## src/rtl/mdu_iterative_pkg.sv

```systemverilog
// Shared constants and encodings for the iterative multiply/divide unit.
package mdu_iterative_pkg;

    localparam int WIDTH = 32;
    localparam int CNT_W = 5;

    localparam logic [1:0] OP_MULT  = 2'b00;
    localparam logic [1:0] OP_MULTU = 2'b01;
    localparam logic [1:0] OP_DIV   = 2'b10;
    localparam logic [1:0] OP_DIVU  = 2'b11;

    typedef enum logic [1:0] {
        ST_IDLE   = 2'd0,
        ST_RUN    = 2'd1,
        ST_FINISH = 2'd2
    } state_e;

    function automatic logic op_is_div(input logic [1:0] op);
        return (op == OP_DIV) || (op == OP_DIVU);
    endfunction

    function automatic logic op_is_signed(input logic [1:0] op);
        return (op == OP_MULT) || (op == OP_DIV);
    endfunction

endpackage

```

## src/rtl/mdu_sign_adjust.sv

```systemverilog
// Conditional two's-complement negate of a W-bit value.
module mdu_sign_adjust #(
    parameter int W = 32
) (
    input  logic         neg_i,
    input  logic [W-1:0] val_i,
    output logic [W-1:0] val_o
);

    assign val_o = neg_i ? (~val_i + 1'b1) : val_i;

endmodule

```

## src/rtl/mdu_iterative.sv

```systemverilog
// 32-cycle shift-add multiplier / restoring divider feeding HI/LO.
module mdu_iterative
    import mdu_iterative_pkg::*;
(
    input  logic             CLK,
    input  logic             RST_N,
    input  logic             START,
    input  logic [1:0]       OP,
    input  logic [WIDTH-1:0] A,
    input  logic [WIDTH-1:0] B,
    output logic             BUSY,
    output logic             DONE,
    output logic             HILO_EN,
    output logic [WIDTH-1:0] HI,
    output logic [WIDTH-1:0] LO
);

    localparam logic [CNT_W-1:0] CNT_LAST = CNT_W'(WIDTH - 1);

    state_e           state_q, state_d;
    logic [1:0]       op_q, op_d;
    logic [CNT_W-1:0] cnt_q, cnt_d;
    logic [WIDTH-1:0] acc_q, acc_d;
    logic [WIDTH-1:0] mq_q, mq_d;
    logic [WIDTH-1:0] b_q, b_d;
    logic             sgn_q, sgn_d;
    logic             rsgn_q, rsgn_d;
    logic             dz_q, dz_d;
    logic [WIDTH-1:0] hi_q, hi_d;
    logic [WIDTH-1:0] lo_q, lo_d;

    logic [WIDTH-1:0]   a_mag, b_mag;
    logic [WIDTH:0]     sum, addend, shl, diff;
    logic               ge;
    logic [WIDTH-1:0]   it_acc, it_mq;
    logic [2*WIDTH-1:0] prod_adj;
    logic [WIDTH-1:0]   quo_adj, rem_adj;

    mdu_sign_adjust #(.W(WIDTH)) u_mag_a (
        .neg_i (op_is_signed(OP) & A[WIDTH-1]),
        .val_i (A),
        .val_o (a_mag)
    );

    mdu_sign_adjust #(.W(WIDTH)) u_mag_b (
        .neg_i (op_is_signed(OP) & B[WIDTH-1]),
        .val_i (B),
        .val_o (b_mag)
    );

    // One iteration of either algorithm on the {acc, mq} pair.
    always_comb begin
        sum    = {1'b0, acc_q} + {1'b0, b_q};
        addend = mq_q[0] ? sum : {1'b0, acc_q};
        shl    = {acc_q, mq_q[WIDTH-1]};
        diff   = shl - {1'b0, b_q};
        ge     = shl >= {1'b0, b_q};
        if (op_is_div(op_q)) begin
            it_acc = ge ? diff[WIDTH-1:0] : shl[WIDTH-1:0];
            it_mq  = {mq_q[WIDTH-2:0], ge};
        end else begin
            it_acc = addend[WIDTH:1];
            it_mq  = {addend[0], mq_q[WIDTH-1:1]};
        end
    end

    mdu_sign_adjust #(.W(2*WIDTH)) u_prod (
        .neg_i (sgn_q),
        .val_i ({it_acc, it_mq}),
        .val_o (prod_adj)
    );

    mdu_sign_adjust #(.W(WIDTH)) u_quo (
        .neg_i (sgn_q),
        .val_i (it_mq),
        .val_o (quo_adj)
    );

    mdu_sign_adjust #(.W(WIDTH)) u_rem (
        .neg_i (rsgn_q),
        .val_i (it_acc),
        .val_o (rem_adj)
    );

    always_comb begin
        state_d = state_q;
        op_d    = op_q;
        cnt_d   = cnt_q;
        acc_d   = acc_q;
        mq_d    = mq_q;
        b_d     = b_q;
        sgn_d   = sgn_q;
        rsgn_d  = rsgn_q;
        dz_d    = dz_q;
        hi_d    = hi_q;
        lo_d    = lo_q;
        unique case (state_q)
            ST_IDLE: begin
                if (START) begin
                    op_d    = OP;
                    acc_d   = '0;
                    mq_d    = a_mag;
                    b_d     = b_mag;
                    sgn_d   = op_is_signed(OP) & (A[WIDTH-1] ^ B[WIDTH-1]);
                    rsgn_d  = op_is_signed(OP) & A[WIDTH-1];
                    dz_d    = (B == '0);
                    cnt_d   = '0;
                    state_d = ST_RUN;
                end
            end
            ST_RUN: begin
                acc_d = it_acc;
                mq_d  = it_mq;
                cnt_d = cnt_q + 1'b1;
                if (cnt_q == CNT_LAST) begin
                    state_d = ST_FINISH;
                    if (op_is_div(op_q)) begin
                        // A zero divisor leaves |A| as remainder; force all-ones quotient.
                        hi_d = rem_adj;
                        lo_d = dz_q ? '1 : quo_adj;
                    end else begin
                        {hi_d, lo_d} = prod_adj;
                    end
                end
            end
            ST_FINISH: state_d = ST_IDLE;
            default:   state_d = ST_IDLE;
        endcase
    end

    always_ff @(posedge CLK or negedge RST_N) begin
        if (!RST_N) begin
            state_q <= ST_IDLE;
            op_q    <= '0;
            cnt_q   <= '0;
            acc_q   <= '0;
            mq_q    <= '0;
            b_q     <= '0;
            sgn_q   <= 1'b0;
            rsgn_q  <= 1'b0;
            dz_q    <= 1'b0;
            hi_q    <= '0;
            lo_q    <= '0;
        end else begin
            state_q <= state_d;
            op_q    <= op_d;
            cnt_q   <= cnt_d;
            acc_q   <= acc_d;
            mq_q    <= mq_d;
            b_q     <= b_d;
            sgn_q   <= sgn_d;
            rsgn_q  <= rsgn_d;
            dz_q    <= dz_d;
            hi_q    <= hi_d;
            lo_q    <= lo_d;
        end
    end

    assign BUSY    = (state_q != ST_IDLE);
    assign DONE    = (state_q == ST_FINISH);
    assign HILO_EN = DONE;
    assign HI      = hi_q;
    assign LO      = lo_q;

endmodule

```

## config.mk

```make
export PLATFORM = sky130hd
export DESIGN_NAME = mdu_iterative
export DESIGN_NICKNAME = d
export VERILOG_FILES = /design/src/rtl/mdu_iterative_pkg.sv /design/src/rtl/mdu_sign_adjust.sv /design/src/rtl/mdu_iterative.sv
export SDC_FILE = /design/constraint.sdc
export NUM_CORES = 1
export LEC_CHECK = 0
export CORE_MARGIN = 10
export CORE_UTILIZATION = 59
export DETAILED_ROUTE_END_ITERATION = 10
export DONT_BUFFER_PORTS = 1
export GPL_ROUTABILITY_DRIVEN = 1
export PLACE_DENSITY_LB_ADDON = 0.08
export SLEW_MARGIN = 20
export SYNTH_ARGS = -nofsm -noshare
export SYNTH_HDL_FRONTEND = slang
export SYNTH_HIERARCHICAL = 1
export SYNTH_SLANG_ARGS = --single-unit
```

## constraint.sdc

```tcl
create_clock -name CLK -period 6.9 [get_ports CLK]
set_clock_uncertainty 0.15 [all_clocks]
set_input_delay 0.69 -clock CLK [delete_from_list [all_inputs] [get_ports CLK]]
set_output_delay 0.69 -clock CLK [all_outputs]
set_load 0.03 [all_outputs]
```

## Word level (Yosys, flattened, before mapping)

Cells that the tools add are included.
W data, S select, Z words.

- Register bits: 172
- Bits of input ports: 69
- Output and inout bits: 67
- Word-level logic and storage cells: 69

- $add $sub $neg: 8
- Magnitude comparators: 1
- Equal/unequal tests: 8
- Muxes and demuxes: 21
- Bitwise gates (word level): 9
- Reduce and logical (&&, ||, !) cells: 11

Operator list:

| cell | count |
|---|---|
| $mux W32 | 12 |
| $add A32 B1 Y32 const B | 4 |
| $not A32 Y32 | 4 |
| $pmux W32 S2 | 2 |
| $add A64 B1 Y64 const B | 1 |
| $mux W64 | 1 |
| $not A64 Y64 | 1 |
| $add A32 B32 Y33 | 1 |
| $ge A33 B32 Y1 | 1 |
| $mux W33 | 1 |
| $logic_not A32 Y1 | 1 |
| $sub A32 B32 Y32 | 1 |
| $pmux W5 S2 | 1 |
| $eq A2 B2 Y1 const B | 4 |
| $reduce_and A2 Y1 | 4 |
| $add A5 B1 Y5 const B | 1 |
| $eq A5 B5 Y1 const B | 1 |
| $mux W5 | 1 |
| $logic_not A2 Y1 | 2 |
| $mux W2 | 2 |
| $ne A2 B2 Y1 const B | 2 |
| $pmux W2 S2 | 1 |
| $reduce_bool A2 Y1 | 2 |
| $and A1 B1 Y1 | 3 |
| other kinds (3) | 4 |

## Longest topological paths before layout

Gate-level depths: netlist of run 1.

- Depth in word-level cells: 8
- Depth in mapped cells: 21
- Gate-level depth less buffers: 20

## Modules after synthesis

Netlist of run 1, hierarchy kept.

By module, submodules not included:

| module | instances | cells each | area each (µm²) | sequential area each (µm²) |
|---|---|---|---|---|
| mdu_iterative | 1 | 1,509 | 12,468.2 | 4,279.1 |
| mdu_sign_adjust at u_mag_a ... | 4 | 99 | 777.0 | 0.0 |
| mdu_sign_adjust at u_prod | 1 | 206 | 1,649.1 | 0.0 |

## Worst setup path before layout of run 1

OpenSTA, ideal clock, no wires.

- Kind: register to register
- From: register acc_q[3]
- To: register hi_q[28], in the netlist HI[28]
- Setup time: 0.083 ns
- Arrival: 4.584 ns
- Data required time: 6.667 ns
- Setup slack: 2.084 ns
- Cell stages (with the launch flop): 19
- Buffers on the path: 1
- Period minus slack after synthesis: 4.816 ns
- Cells stage by stage: dfrtp_1 > ha_1 > a21o_1 > a31oi_1 > a21oi_4 > o211ai_4 > o31ai_4 > a31oi_2 > buf_4 > nor2_1 > a211oi_1 > nor2_1 > or4_4 > or3_4 > or3_4 > o41ai_4 > xnor2_1 > mux2i_1 > o21ai_0

- Cells in the longest elaborated chain, start to end: 7
- Elaborated cells on any way between the ends: 14
- Those cells by class: add/sub: 4; order compare: 1; mux: 7; bitwise: 2

Ends and longest elaborated chain:

| item | RTL line | source |
|---|---|---|
| start: declaration | mdu_iterative.sv:23 | `logic [WIDTH-1:0] acc_q, acc_d;` |
| start signal: assignment | mdu_iterative.sv:136 | `acc_q <= '0;` |
| start signal: assignment | mdu_iterative.sv:148 | `acc_q <= acc_d;` |
| $ge A33 B32 Y1 | mdu_iterative.sv:57 | `ge = shl >= {1'b0, b_q};` |
| $mux W32 | mdu_iterative.sv:59 | `it_acc = ge ? diff[WIDTH-1:0] : shl[WIDTH-1:0];` |
| $mux W32 | mdu_iterative.sv:58 | `if (op_is_div(op_q)) begin` |
| net it_acc[0] | mdu_iterative.sv:35 | `logic [WIDTH-1:0] it_acc, it_mq;` |
| $not A64 Y64 | mdu_sign_adjust.sv:10 | `assign val_o = neg_i ? (~val_i + 1'b1) : val_i;` |
| $add A64 B1 Y64 | mdu_sign_adjust.sv:10 |  |
| $mux W64 | mdu_sign_adjust.sv:10 |  |
| net prod_adj[60] | mdu_iterative.sv:36 | `logic [2*WIDTH-1:0] prod_adj;` |
| $mux W32 | mdu_iterative.sv:117 | `if (op_is_div(op_q)) begin` |
| end signal: assignment | mdu_iterative.sv:154 | `hi_q <= hi_d;` |
| end: declaration | mdu_iterative.sv:29 | `logic [WIDTH-1:0] hi_q, hi_d;` |

The timed path passes the listed nets, and every way through them passes these cells.
A chain may end at the register's enable or synchronous reset.

## Worst setup path in the final report of run 1

- From: register acc_q[1]
- To: register hi_q[31], in the netlist HI[31]

- Cells in the longest elaborated chain, start to end: 7
- Elaborated cells on any way between the ends: 14
- Those cells by class: add/sub: 4; order compare: 1; mux: 7; bitwise: 2

Ends and longest elaborated chain:

| item | RTL line | source |
|---|---|---|
| $add A32 B32 Y33 (tied with other cells) | mdu_iterative.sv:53 | `sum = {1'b0, acc_q} + {1'b0, b_q};` |
| $mux W33 / $mux W32 (equally long branches) | mdu_iterative.sv:54, mdu_iterative.sv:59 |  |
| $mux W32 * | mdu_iterative.sv:58 |  |
| net it_acc[15] | mdu_iterative.sv:35 |  |
| $not A64 Y64 * | mdu_sign_adjust.sv:10 |  |
| $add A64 B1 Y64 * | mdu_sign_adjust.sv:10 |  |
| $mux W64 * | mdu_sign_adjust.sv:10 |  |
| net prod_adj[63] | mdu_iterative.sv:36 |  |
| $mux W32 * | mdu_iterative.sv:117 |  |

Mark *: on every way through the listed nets, which the timed path passes. The rest lies on a longest branch.

==> flow_summary.ini, run 1 <==
[timing]
tightest_slew_ps = 1116
fin_crit_ps = 6154
tns_ps = 0
maxSlewViolCount = 0
fin_crit_sh_pct = 89.19
rsz0062_at_grt = false
relSlewSlack_pct = 25.46
fmaxAchievable_ghz = 0.1625
hold_viol = 0
setup_violations = 0

[setup_path]
cp_data_required_time_ps = 7110
crit_chain = ha_1 -> nand3_1 -> o21bai_4 -> a21oi_4 -> o211ai_4 -> o31ai_4 -> a31o_1 -> buf_4 -> mux2i_1 -> a22oi_1 -> buf_4 -> nor4_1 -> nand3_1 -> or4_1 -> o31ai_1 -> xnor2_1 -> mux2i_1 -> o21ai_0
cp_slowest_cell = nor4_1
end_kind = flop
critPathKind = reg2reg
arrival_ps = 6370
crit_fanout = 22
cp-start-kind = flop
max_stage_delay_ps = 750

[clocking]
cts_tree = built
cts.reportedPaths.clkPinSlew_ps = 80
htreeDepth = 4
clock_latency_ps = 450
cts_buffers = 17
clock-sinks = 171
clockRootBuffer = clkbuf_16
post_cts_buffers = 0
clk_path_buf_depth = 2

[layout]
fin_area_um2 = 18080
diodes = 0
syn_to_final_growth_pct = 4.961
fillers = 2521
fin_nets = 2185
multiInputGateArea_um2 = 12200
drive_gt1_share_pct = 10.55
final_core_util_pct = 62.82
ff_latch_area_um2 = 4285

[logic_synthesis]
synth_top_area_cell = dfrtp_1
ys.flop_type = dfrtp_1
syn_area_per_cell_um2 = 8.160
synthArstFlopShare_pct = 100.0
synth.area.top_cells = dfrtp_1 25%, xnor2_1 11%, nand2_1 7.7%
ys_types = 96
synth_area_um2 = 17230
synth_edf_count = 0
synth_warnings = 6
synthCells = 2111
syn_nets = 2253
synth_top_area_share_pct = 24.84
synth-seq-area-share_pct = 24.84
ys_ff_latch = 171

[grt]
gr-usage-all-layers_pct = 31.67
grt_max_degree = 172
antenna_found_initial = 2
grt_pass1_wl_um = 91810
grt_remaining_overflow = 0
grt_pass1_vias = 15830

[detailed_routing]
viasPerCell = 6.694
drtIter0Drc = 1568
post-route-drc-count = 0
avgRoutedWirePerCell_um = 23.86
vias = 16330
drt-pass1-iter-count = 5
ant_nets = 0
wl_um = 58220

[worst_hold_path]
min_path_type = in2async

[die]
num_rows = 62
initial_core_util_pct = 59.85
core_um2 = 28780
top_level_ports = 136
die_area_um2 = 36430
die_w_um = 190.9
die_y_um = 190.9

[job]
maxCapViolations = 0

[placement]
dp_hpwl_um = 43870
portBuffers = 0
gp_congestion = 0.9909
dpl_cell_area_um2 = 17460

[outcome]
status = finished, final reports clean
[kinds of logic (layout without fill, tap and decap cells)]
logic type                 Yosys count  after routing  synth area share, %
AOI/OAI and AO/OA                  618            618                25.24
DFF                                171            171                24.84
xor gates and xnor gates           230            230                11.69
adders and majority gates           73             73                5.390
buffers and inverters              191            136                4.612
and+or+nand+nor                    741            741                22.94
muxes                               87             87                5.281
[per-layer routing]
layer  wire [µm]  track usage [%]  up-vias
li1            -                -     7570
met1       23900            40.55     7918
met2       26720            49.76      725
met3        5748            9.492      119
met4        1853            10.81        2
met5           9                0        -
[per-stage QoR]
stage,instances,setup slack [ps],hold WS [ps]
4_1_cts,2440,870.5,165.4
3_5_place_dp,2407,889.1,251.7
5_1_grt,2440,443.6,171.9
6_report,2440,745.7,11.41
2_1_floorplan,2111,2084,244.4
3_3_place_gp,2407,885.2,249.8
[final timing paths]
check	cells past startpoint	slack (ps)	to	start
setup / recovery	18	750	HI[31]$_DFFE_PN0P_	acc_q[1]$_DFFE_PN0P_
hold / removal	1	10	acc_q[21]$_DFFE_PN0P_	RST_N
setup reg to reg	18	750	HI[31]$_DFFE_PN0P_	acc_q[1]$_DFFE_PN0P_
hold reg to reg	2	340	dz_q$_DFFE_PN0P_	dz_q$_DFFE_PN0P_
max in group asynchronous	1	5670	HI[17]$_DFFE_PN0P_	RST_N
min in group CLK	1	180	sgn_q$_DFFE_PN0P_	OP[0]
[cells in the final DEF (no fill, tap or decap), types with 24 or more instances in the layout]
| master | n |
|---|---|
| xnor2_1 | 210 |
| inv_1 | 72 |
| nand2_1 | 352 |
| mux2_2 | 31 |
| nor3_1 | 25 |
| nand3_1 | 70 |
| buf_4 | 30 |
| dfrtp_1 | 168 |
| mux2i_1 | 56 |
| o22ai_1 | 32 |
| nor2b_1 | 30 |
| nor2_1 | 60 |
| a211oi_1 | 29 |
| o41ai_1 | 28 |
| o31ai_1 | 66 |
| nand4_1 | 28 |
| a21oi_1 | 73 |
| ha_1 | 71 |
| o21ai_0 | 194 |
| nor4_1 | 24 |
| a21o_1 | 30 |
[flip-flops by register name, indices dropped and copies added, names as in the netlist]
register / cells
state_q: 2
cnt_q: 5
LO: 32
rsgn_q: 1
op_q: 1
dz_q: 1
sgn_q: 1
b_q: 32
mq_q: 32
acc_q: 32
HI: 32
[cells in the mapped netlist (all sizes together) (4+ instances only)]
cell type  count
or2b           8
a211oi        29
nand2        354
xor2          20
and2          10
buf           34
o22ai         32
or3           26
a31o           5
and3           8
a22oi          4
o21bai         9
o41ai         49
o2bb2ai       21
and4           4
ha            71
a31oi         15
clkbuf        85
o21a           8
nand4         30
o21ai        205
or4           15
dfrtp        171
a221o          4
nor2b         33
a211o          4
nor2          62
o211a          6
nor3          28
inv           72
or2           15
nand3         74
o211ai        13
nor4          42
nand4b         4
mux2          31
nand3b         4
a21oi         88
a21o          30
mux2i         56
nand2b        21
o31ai         74
xnor2        210
[worst max-delay path, delay by kind of cell, from the launching register on]
family	cells	cell delay [ps]
buffers and inverters	2	660
AND/OR/NAND/NOR	4	2040
adder cells (fa/ha/maj)	1	400
AO/OA/AOI/OAI	8	1830
flip-flops	1	460
XOR/XNOR	1	160
multiplexers	2	330
[final cells by class]
class | count | area share, %
tap | 384 | 2.657
inverter | 72 | 1.495
clock buffer | 19 | 2.450
clock inverter | 13 | 0.7336
sequential | 171 | 23.70
timing repair buffer | 32 | 1.509
multi-input combinational | 1749 | 67.45
[what timing repair did]
item | 4_1_cts | 5_1_grt
resized for setup | 0 | 0
hold buffers | 1 | 0
hold endpoints to repair | 171 | 0
Power of run 1 is not shown: default switching activity piles up to over one toggle a cycle in this logic, so the estimate is an artifact.
==> run 2, diff against run 1 <==
CTS_CLUSTER_SIZE = 14   (was default)
REMOVE_ABC_BUFFERS = 1   (was default)
==> flow_summary.ini, run 2 (synthesized netlist as in run 1, its figures left out) <==
[worst_hold_path]
min_path_type = in2async

[die]
core_um2 = 28780
die_area_um2 = 36430
die_w_um = 190.9
num_rows = 62
initial_core_util_pct = 59.85
die_y_um = 190.9
top_level_ports = 136

[grt]
grt_remaining_overflow = 0
grt_pass1_wl_um = 85220
gr-usage-all-layers_pct = 29.27
grt_pass1_vias = 15070
grt_max_degree = 172
antenna_found_initial = 0

[clocking]
clockRootBuffer = clkbuf_16
cts_buffers = 17
clock-sinks = 171
htreeDepth = 4
cts.reportedPaths.clkPinSlew_ps = 70
cts_tree = built
clock_latency_ps = 470
clk_path_buf_depth = 2

[setup_path]
cp_data_required_time_ps = 7130
arrival_ps = 6290
critPathKind = reg2reg
cp-start-kind = flop
regToRegSetupSlack_ps = 840
crit_fanout = 22
end_kind = flop

[placement]
gp_congestion = 0.9579
portBuffers = 0
pre_cts_ws_ps = 1206
dp_hpwl_um = 40200

[detailed_routing]
drtIter0Drc = 1592
vias = 16050
wl_um = 54260
drt-pass1-iter-count = 6
avgRoutedWirePerCell_um = 22.19
viasPerCell = 6.565
post-route-drc-count = 0
ant_nets = 0

[layout]
syn_to_final_growth_pct = 5.382
layout_commonest_cell = nand2_1
diodes = 0
final_cell_mix = 352 x nand2_1, 210 x xnor2_1, 194 x o21ai_0, 169 x dfrtp_1, 73 x a21oi_1
drive_gt1_share_pct = 10.82
fin_nets = 2190

[outcome]
status = finished, final reports clean

[timing]
rsz0062_at_grt = false
setup_violations = 0
fin_crit_ps = 6062
maxSlewViolCount = 0
relSlewSlack_pct = 27.68
fmaxAchievable_ghz = 0.1650
tightest_slew_ps = 1085
tns_ps = 0
layout_setup_ws_ps = 838.0
hold_viol = 0
fin_crit_sh_pct = 87.85

[job]
maxCapViolations = 0
run 2: cell count changes in the layout (fill, tap and decap cells not counted), sizes merged:
| cell | change |
|---|---|
| clkinv | +1 |
| clkinvlp | -1 |
| inv | -1 |
| clkbuf | -1 |
| buf | +5 |
| bufinv | +2 |
run 2: layout make-up:
class	instances	area (µm²)
Clock buffer	18	439.2
Timing Repair Buffer	37	314.1
Multi-Input combinational cell	1749	12180
Fill cell	2584	10630
Sequential cell	171	4284
Tap cell	384	480.5
Clock inverter	14	180.2
Inverter	72	270.3
run 2: layer usage:
| layer | vias up | global-route usage [%] | wire length (µm) |
|---|---|---|---|
| li1 | 7578 | - | - |
| met1 | 7778 | 40.49 | 24040 |
| met2 | 605 | 44.74 | 24410 |
| met3 | 90 | 6.145 | 4483 |
| met4 | 0 | 9.085 | 1328 |
| met5 | - | 0 | 0 |
run 2: through the flow:
| stage | util (%) | hold slack (ps) | std cells | cell area, µm² |
|---|---|---|---|---|
| after floorplan | - | 244.4 | 1992 | 16700 |
| after global placement | 60.79 | 249.7 | 2412 | 17490 |
| after detailed placement | 60.79 | 250.4 | 2412 | 17490 |
| after CTS | 63.03 | 164.8 | 2445 | 18140 |
| after global routing | 63.07 | 170.5 | 2445 | 18150 |
| final | 63.07 | 119.8 | 2445 | 18150 |
run 2: critical path, stage by stage, from the launching register on:
cell	delay (ps)
dfrtp_1	460
ha_1	500
nand2_1	250
nor4_1	680
buf_4	240
a31oi_1	90
o21ai_1	170
a31o_1	140
buf_4	390
mux2i_1	250
mux2i_1	260
or4_1	590
nor4_1	580
nand4_2	340
o41ai_1	420
xnor2_1	170
mux2i_1	80
o21ai_0	170
run 2: worst paths after layout:
check | start | endpoint | depth (start not counted)
setup / recovery | acc_q[24]$_DFFE_PN0P_ | HI[30]$_DFFE_PN0P_ | 17
max in group asynchronous | RST_N | sgn_q$_DFFE_PN0P_ | 1
setup reg to reg | acc_q[24]$_DFFE_PN0P_ | HI[30]$_DFFE_PN0P_ | 17
hold reg to reg | cnt_q[3]$_DFFE_PN0P_ | cnt_q[3]$_DFFE_PN0P_ | 1
min in group CLK | OP[0] | sgn_q$_DFFE_PN0P_ | 1
hold / removal | RST_N | LO[13]$_DFFE_PN0P_ | 1
run 2: what timing repair did:
action | in CTS | in global routing
resized for setup | 0 | 0
hold buffers | 1 | 0
hold endpoints to repair | 171 | 0
setup buffers | 0 | 0
Power of run 2 is left out for the same reason.
